`src/rtl/uart_pkg.sv`:
```
// Shared UART definitions: FSM state encoding, line levels and default
// frame/oversampling parameters used by uart_tx and its bit timer.
package uart_pkg;

  localparam int unsigned UART_DATA_BITS_DEF  = 8;
  localparam int unsigned UART_OVERSAMPLE_DEF = 16;

  localparam logic UART_IDLE_LEVEL  = 1'b1;
  localparam logic UART_START_LEVEL = 1'b0;

  typedef enum logic [2:0] {
    IDLE,
    START,
    DATA,
    PARITY,
    STOP
  } uart_state_e;

endpackage

```
`src/rtl/uart_bit_timer.sv`:
```
// Bit-period timer: counts baud_tick pulses and strobes bit_end on the
// OVERSAMPLE-th tick after the last restart or bit end.
// Ports:
//   clk       - system clock
//   rst       - asynchronous active-low reset
//   baud_tick - one-clk pulse at OVERSAMPLE x baud rate
//   restart   - holds the tick counter at zero (ticks ignored)
//   bit_end   - combinational strobe, high in the cycle a bit period ends
module uart_bit_timer
  import uart_pkg::*;
#(
  parameter int unsigned OVERSAMPLE = UART_OVERSAMPLE_DEF
) (
  input  logic clk,
  input  logic rst,
  input  logic baud_tick,
  input  logic restart,
  output logic bit_end
);

  localparam int unsigned TICK_W = (OVERSAMPLE > 1) ? $clog2(OVERSAMPLE) : 1;
  localparam logic [TICK_W-1:0] TICK_LAST = TICK_W'(OVERSAMPLE - 1);

  logic [TICK_W-1:0] tick_cnt_q;
  logic [TICK_W-1:0] tick_cnt_d;

  // Wrapping to zero at bit end doubles as the clear on entry to the next bit.
  always_comb begin
    bit_end    = 1'b0;
    tick_cnt_d = tick_cnt_q;
    if (restart) begin
      tick_cnt_d = '0;
    end else if (baud_tick) begin
      if (tick_cnt_q == TICK_LAST) begin
        bit_end    = 1'b1;
        tick_cnt_d = '0;
      end else begin
        tick_cnt_d = tick_cnt_q + TICK_W'(1);
      end
    end
  end

  always_ff @(posedge clk or negedge rst) begin
    if (!rst) begin
      tick_cnt_q <= '0;
    end else begin
      tick_cnt_q <= tick_cnt_d;
    end
  end

endmodule

```
`src/rtl/uart_tx.sv`:
```
// UART transmitter draining a byte FIFO onto a serial line (8N1 by default).
// Optional macro UART_TX_PARITY_EN inserts an even-parity bit before stop.
// Ports:
//   clk        - system clock
//   rst        - asynchronous active-low reset
//   baud_tick  - one-clk pulse at OVERSAMPLE x baud rate
//   fifo_empty - FIFO empty flag
//   fifo_data  - FIFO head byte, valid while fifo_empty=0
//   fifo_pop   - one-clk pop strobe, combinational in the IDLE pop cycle
//   tx         - registered serial line, idle high
//   tx_busy    - high from the pop cycle through the end of the stop bit(s)
//   tx_done    - registered one-clk pulse after the final stop bit
module uart_tx
  import uart_pkg::*;
#(
  parameter int unsigned DATA_BITS  = UART_DATA_BITS_DEF,
  parameter int unsigned OVERSAMPLE = UART_OVERSAMPLE_DEF,
  parameter int unsigned STOP_BITS  = 1
) (
  input  logic                 clk,
  input  logic                 rst,
  input  logic                 baud_tick,
  input  logic                 fifo_empty,
  input  logic [DATA_BITS-1:0] fifo_data,
  output logic                 fifo_pop,
  output logic                 tx,
  output logic                 tx_busy,
  output logic                 tx_done
);

  localparam int unsigned BIT_W = $clog2(DATA_BITS + 1);
  localparam logic [BIT_W-1:0] DATA_LAST = BIT_W'(DATA_BITS - 1);
  localparam logic [BIT_W-1:0] STOP_LAST = BIT_W'(STOP_BITS - 1);

  uart_state_e          state_q, state_d;
  logic [BIT_W-1:0]     bit_cnt_q, bit_cnt_d;
  logic [DATA_BITS-1:0] shift_q, shift_d;
  logic                 tx_q, tx_d;
  logic                 done_q, done_d;
  logic                 pop_c;
  logic                 timer_restart;
  logic                 bit_end;
`ifdef UART_TX_PARITY_EN
  logic                 parity_q, parity_d;
`endif

  uart_bit_timer #(
    .OVERSAMPLE(OVERSAMPLE)
  ) u_bit_timer (
    .clk      (clk),
    .rst      (rst),
    .baud_tick(baud_tick),
    .restart  (timer_restart),
    .bit_end  (bit_end)
  );

  // Next-state, shift/count updates and the line level for the next cycle.
  always_comb begin
    state_d       = state_q;
    bit_cnt_d     = bit_cnt_q;
    shift_d       = shift_q;
    tx_d          = UART_IDLE_LEVEL;
    done_d        = 1'b0;
    pop_c         = 1'b0;
    timer_restart = 1'b0;
`ifdef UART_TX_PARITY_EN
    parity_d      = parity_q;
`endif
    case (state_q)
      IDLE: begin
        // Timer held clear so a tick in the pop cycle does not count.
        timer_restart = 1'b1;
        // rst gating keeps the pop low while the block is held in reset.
        if (!fifo_empty && rst) begin
          pop_c     = 1'b1;
          shift_d   = fifo_data;
          bit_cnt_d = '0;
          state_d   = START;
`ifdef UART_TX_PARITY_EN
          parity_d  = ^fifo_data;
`endif
        end
      end
      START: begin
        tx_d = UART_START_LEVEL;
        if (bit_end) begin
          bit_cnt_d = '0;
          state_d   = DATA;
        end
      end
      DATA: begin
        tx_d = shift_q[0];
        if (bit_end) begin
          shift_d = shift_q >> 1;
          if (bit_cnt_q == DATA_LAST) begin
            // Counter is reused to count stop bits.
            bit_cnt_d = '0;
`ifdef UART_TX_PARITY_EN
            state_d   = PARITY;
`else
            state_d   = STOP;
`endif
          end else begin
            bit_cnt_d = bit_cnt_q + BIT_W'(1);
          end
        end
      end
`ifdef UART_TX_PARITY_EN
      PARITY: begin
        tx_d = parity_q;
        if (bit_end) begin
          bit_cnt_d = '0;
          state_d   = STOP;
        end
      end
`endif
      STOP: begin
        tx_d = UART_IDLE_LEVEL;
        if (bit_end) begin
          if (bit_cnt_q == STOP_LAST) begin
            done_d  = 1'b1;
            state_d = IDLE;
          end else begin
            bit_cnt_d = bit_cnt_q + BIT_W'(1);
          end
        end
      end
      default: begin
        state_d = IDLE;
      end
    endcase
  end

  always_ff @(posedge clk or negedge rst) begin
    if (!rst) begin
      state_q   <= IDLE;
      bit_cnt_q <= '0;
      shift_q   <= '0;
      tx_q      <= UART_IDLE_LEVEL;
      done_q    <= 1'b0;
`ifdef UART_TX_PARITY_EN
      parity_q  <= 1'b0;
`endif
    end else begin
      state_q   <= state_d;
      bit_cnt_q <= bit_cnt_d;
      shift_q   <= shift_d;
      tx_q      <= tx_d;
      done_q    <= done_d;
`ifdef UART_TX_PARITY_EN
      parity_q  <= parity_d;
`endif
    end
  end

  assign fifo_pop = pop_c;
  assign tx_busy  = (state_q != IDLE) || pop_c;
  assign tx       = tx_q;
  assign tx_done  = done_q;

endmodule

```
`config.mk`:
```
export PLATFORM = sky130hd
export DESIGN_NAME = uart_tx
export DESIGN_NICKNAME = d
export VERILOG_FILES = /design/src/rtl/uart_pkg.sv /design/src/rtl/uart_bit_timer.sv /design/src/rtl/uart_tx.sv
export SDC_FILE = /design/constraint.sdc
export NUM_CORES = 1
export LEC_CHECK = 0
export ABC_CLOCK_PERIOD_IN_PS = 1500
export BUFFER_PORTS_ARGS = -buffer_cell sky130_fd_sc_hd__buf_4
export CAP_MARGIN = 10
export CORE_UTILIZATION = 45
export CTS_CLUSTER_SIZE = 12
export DETAILED_ROUTE_END_ITERATION = 7
export PLACE_DENSITY_LB_ADDON = 0.08
export REMOVE_ABC_BUFFERS = 1
export SKIP_LAST_GASP = 1
export SLEW_MARGIN = 40
export SYNTH_ARGS = -nofsm -noshare
export SYNTH_HDL_FRONTEND = slang
export SYNTH_SLANG_ARGS = --single-unit
```
`constraint.sdc`:
```
create_clock -name clk -period 1.5 [get_ports clk]
set_input_delay 0 -clock clk [delete_from_list [all_inputs] [get_ports clk]]
set_output_delay 0 -clock clk [all_outputs]
set_load 0.01 [all_outputs]
```
**Word level (Yosys, flattened, before mapping)**

Cells that the tools add are included.

- Shifts and indexed selects: 0
- Order comparisons: 0
- Divide/modulo/power cells: 0
- Muxes and demuxes: 30
- Reductions and logical operators: 12
- Bitwise gates (word level): 0
- Multiply operators: 0
- Equality and inequality tests: 12
- Add/subtract/negate cells: 2

Operator list:

| kind | number |
|---|---|
| 2-to-1 mux 4 bit | 9 |
| 2-to-1 mux 3 bit | 6 |
| 2-to-1 mux 8 bit | 2 |
| one-hot mux 4 bit (4 select lines) | 1 |
| one-hot mux 8 bit (2 select lines) | 1 |
| inequality test 2 bit (second input constant) | 7 |
| one-hot mux 3 bit (4 select lines) | 1 |
| AND reduction 6 bit | 2 |
| 2-to-1 mux 1 bit | 9 |
| adder 4 x 1 -> 4 bit (second input constant) | 2 |
| equality test 4 x 3 -> 1 bit (second input constant) | 1 |
| equality test 4 bit (second input constant) | 1 |
| zero test 4 bit | 1 |
| nonzero test 2 bit | 2 |
| nonzero test 4 bit | 1 |
| equality test 3 x 1 -> 1 bit (second input constant) | 1 |
| equality test 3 x 2 -> 1 bit (second input constant) | 1 |
| equality test 3 bit (second input constant) | 1 |
| zero test 3 bit | 1 |
| AND reduction 3 bit | 1 |
| nonzero test 3 bit | 1 |
| one-hot mux 1 bit (2 select lines) | 1 |
| logical AND 1 bit | 1 |
| zero test 1 bit | 1 |
| logical OR 1 bit | 1 |

- Memories kept: 0
- Input bits: 12
- Register bits: 21
- Memory bits (writable): 0
- Bits in latches: 0
- Bits in read-only memories: 0
- Output and inout port bits: 4
- Word-level logic and storage cells: 62

**Longest topological paths before layout**

- Depth in word-level cells: 6
- Depth in mapped cells: 7
- Gate-level depth less buffers: 7

**Modules after synthesis**

From an unflattened synthesis, not the netlist that was laid out.

- Cells, all modules: 116
- Area, all modules: 1184.9 um2

Modules (own cells, without submodules):

| module | area an instance (um2) | instances | cells each | seq. area each (um2) |
|---|---|---|---|---|
| uart_tx | 982.2 | 1 | 95 | 426.7 |
| uart_bit_timer | 202.7 | 1 | 21 | 100.1 |

**Worst setup path after synthesis**

Ideal clock, no wire load.

- Kind: reg2reg
- Start point: reg bit_cnt_q[0]
- End point: reg bit_cnt_q[2]
- Buffers on the path: 0
- Stages on the path, launching flop included: 7
- Path slack: -0.144 ns
- Setup time: 0.121 ns
- Data arrival time: 1.523 ns
- Data required time: 1.379 ns
- Period minus slack after synthesis: 1.644 ns
- Cell sequence: dfrtp_1 inv_1 ha_1 or3b_4 a221oi_4 o21ai_4 a22o_1

- Cells in the longest elaborated chain, start to end: 4
- Elaborated cells between the ends (all ways): 10
- Classes of those cells: add/sub (1); eq/ne (2); mux (5); reduce/logical (2)

Ends and longest elaborated chain:

| element | RTL line | text |
|---|---|---|
| start: declaration | uart_tx.sv:36 | `logic [BIT_W-1:0] bit_cnt_q, bit_cnt_d;` |
| start signal: assignment | uart_tx.sv:146 | `bit_cnt_q <= bit_cnt_d;` |
| adder 4 x 1 -> 4 bit / equality test 4 x 3 -> 1 bit (equally long branches) | uart_tx.sv:104, uart_tx.sv:124, uart_tx.sv:95 |  |
| 2-to-1 mux 4 bit, on equally long branches | uart_tx.sv:120, uart_tx.sv:95 |  |
| 2-to-1 mux 4 bit, on equally long branches | uart_tx.sv:119, uart_tx.sv:93 |  |
| one-hot mux 4 bit (4 select lines) | uart_tx.sv:69 | `case (state_q)` |

Parallel ways exist; a longest one is shown, timed or not. The select of a mux whose other input is x is not followed.
A chain may end at the register's enable or synchronous reset.

**Final worst setup path**

- Start point: reg bit_cnt_q[0]
- End point: reg bit_cnt_q[3]

Same word-level chain as after synthesis.

==> results.json <==
{
  "synth_ff_type": "dfrtp_1",
  "tightest_slew_ns": 0.349,
  "power.density_nw_per_um2": 1390,
  "vias": 1008,
  "drc": 0,
  "final_cells": 191,
  "layout_commonest_cell": "buf_4",
  "cts_buffers": 3,
  "synth_top_family_by_area": "simple AND/OR/NAND/NOR gates",
  "synth_area_um2": 1110,
  "placement.io_buffers": 15,
  "vias_per_cell": 5.28,
  "maxCapViolCount": 0,
  "async_flop_share_pct": 100,
  "syn_to_final_growth_pct": 39.7,
  "cp-end-kind": "flop",
  "violations": "setup timing",
  "io_pins": 16,
  "drtAntennaViolNets": 0,
  "grt_pass1_vias": 1087,
  "grt_pass1_wl_um": 4380,
  "synth_edf_count": 0,
  "ys_seq_area_share_pct": 47.5,
  "crit_chain": "inv_2, ha_4, or3b_4, a221oi_4, o21ai_4, a21boi_1, o21ai_1",
  "ir_drop_mv": 1.06,
  "rows": 17,
  "core_um2": 2280,
  "dpl.hpwl_um": 1750,
  "synth_mux_area_share_pct": 1.81,
  "synth_fa_ha_area_share_pct": 3.39,
  "hp-class": "primary input to flop",
  "synth_xor_area_share_pct": 0.790,
  "clockBufferDepth": 2,
  "grt_max_degree": 22,
  "tritoncts": "yes",
  "die_y_um": 51.6,
  "ys_seq_elements": 21,
  "clk_pin_slew_worst_paths_ns": 0.12,
  "antenna_found_initial": 0,
  "firstDrtPassIters": 6,
  "num-nets-final": 179,
  "fmax_mhz": 585,
  "crit_family": "compound AO/OA/AOI/OAI gates",
  "yosysWarnings": 0,
  "clk_latency_ns": 0.30,
  "h-tree-depth": 1,
  "cts_sinks": 21,
  "holdWs_ns": 0.0128,
  "period_needed_ns": 1.71,
  "finalSetupViolCount": 5,
  "arrival_ns": 1.95,
  "grt.overflow.total": 0,
  "synth_compound_area_share_pct": 17.0,
  "finalSetupTns_ns": -0.761,
  "post-place-cells": 175,
  "synthSimpleGateAreaFrac_pct": 25.7,
  "crit_path_top_delay_cell": "dfrtp_1",
  "place_congestion": 0.766,
  "final-hold-violation-count": 0,
  "cts_root_buf": "clkbuf_4",
  "avgSynthCellArea_um2": 9.56,
  "drive_gt1_share_pct": 35.6,
  "fin_ws_ns": -0.210,
  "syn_inst": 116,
  "synthDistinctLibCells": 38,
  "report.final.slew_viol_count": 0,
  "dieArea_um2": 2670,
  "mostFrequentLayoutCells": "38 x buf_4, 25 x nor2_1, 19 x dfrtp_1",
  "path_buf_inv": 1,
  "status": "finished, violations left",
  "slew_headroom_pct": 76.4,
  "period_share_pct": 114,
  "fin_skew_ns": 0.00410,
  "wl_per_cell_um": 13.3,
  "critPathMaxFanout": 8,
  "die_w_um": 51.6,
  "crit_type": "flop to flop",
  "drt_iter0_drc": 22,
  "critical_path.startpoint_type": "flop",
  "gr-usage-all-layers_pct": 22.3,
  "crit_required_ns": 1.74,
  "rsz0062_at_grt": "true",
  "start_util_pct": 48.7,
  "wirelength_um": 2530,
  "leakagePower_nw": 0.750,
  "max_stage_delay_ns": 0.41,
  "diodes": 0
}
==> Yosys cell counts, types with 2 or more instances <==
library cell,n,area (µm²)
a21oi_1,6,30.0
clkbuf_1,2,7.51
dfrtp_1,20,500
ha_1,3,37.5
inv_1,5,18.8
mux2i_1,2,20.0
nand2_1,5,18.8
nand2b_1,2,12.5
nand3_1,5,25.0
nor2_1,26,97.6
nor2b_1,3,18.8
nor3b_2,2,25.0
o21ai_1,4,20.0
o22ai_1,7,43.8
==> layer usage <==
metal / wire (µm) / GRT usage [%]
met1: 1140 / 26.0
met2: 1290 / 38.3
met3: 82 / 4.68
met4: 14 / 11.3
met5: 0 / 0
==> worst paths after layout <==
check,startpoint,endpoint,slack (ns),depth (start not counted)
min in group asynchronous,rst,state_q[0],0.22,3
min,baud_tick,u_bit_timer.tick_cnt_q[1],0.01,3
max reg2reg,bit_cnt_q[0],bit_cnt_q[3],-0.21,7
min reg2reg,shift_q[4],shift_q[3],0.53,2
max in group asynchronous,rst,tx,1.01,3
max,bit_cnt_q[0],bit_cnt_q[3],-0.21,7
==> registers in the layout, summed over array words and instances, names as in the netlist <==
register                count
bit_cnt_q                   4
u_bit_timer.tick_cnt_q      4
tx_done                     1
tx                          1
shift_q                     8
state_q                     3
==> kinds of logic (layout without fill, tap and decap cells) <==
kind of cell | count (synthesis) | count (layout)
AO/OA/AOI/OAI | 26 | 26
XOR/XNOR | 1 | 1
adder cells (fa/ha/maj) | 3 | 3
buffers and inverters | 9 | 56
flip-flops | 21 | 21
multiplexers | 2 | 2
AND/OR/NAND/NOR | 54 | 54
==> worst min-delay path, stage by stage <==
cell and delay (ns):
buf_4 0.12, mux2i_1 0.07, nor2_1 0.08
==> metrics by stage <==
stage	total power [mW]	util [%]	worst slack [ns]	cell area, µm²
floorplan	1.33	-	-0.144	1090
global placement	1.70	60.6	-0.140	1380
detailed placement	1.75	60.6	-0.202	1380
CTS	2.13	66.7	-0.193	1520
global route	2.32	68.1	-0.286	1550
finish	2.16	68.1	-0.210	1550
==> power by group <==
part           switching [mW]  internal (mW)  leakage [nW]
Clock                   0.169          0.104        0.0150
Combinational           0.508          0.557         0.477
Sequential              0.119          0.702         0.258
==> area by class of cell <==
cell class,instances,area [µm²]
fill,176,727
multi-input combinational,86,572
sequential,21,528
timing repair buffer,46,365
tap,28,35.0
clock buffer,4,26.3
inverter,6,22.5
==> what timing repair did <==
action / in CTS / in global routing
gates resized for setup: 5 / 4
setup buffers: 2 / 2
gates cloned: 0 / 0
endpoints found under the setup margin: 4 / 8
hold buffers: 8 / 0
endpoints found under the hold margin: 28 / 0
pin swaps: 2 / 0
Power figures use the tool's default switching activity.
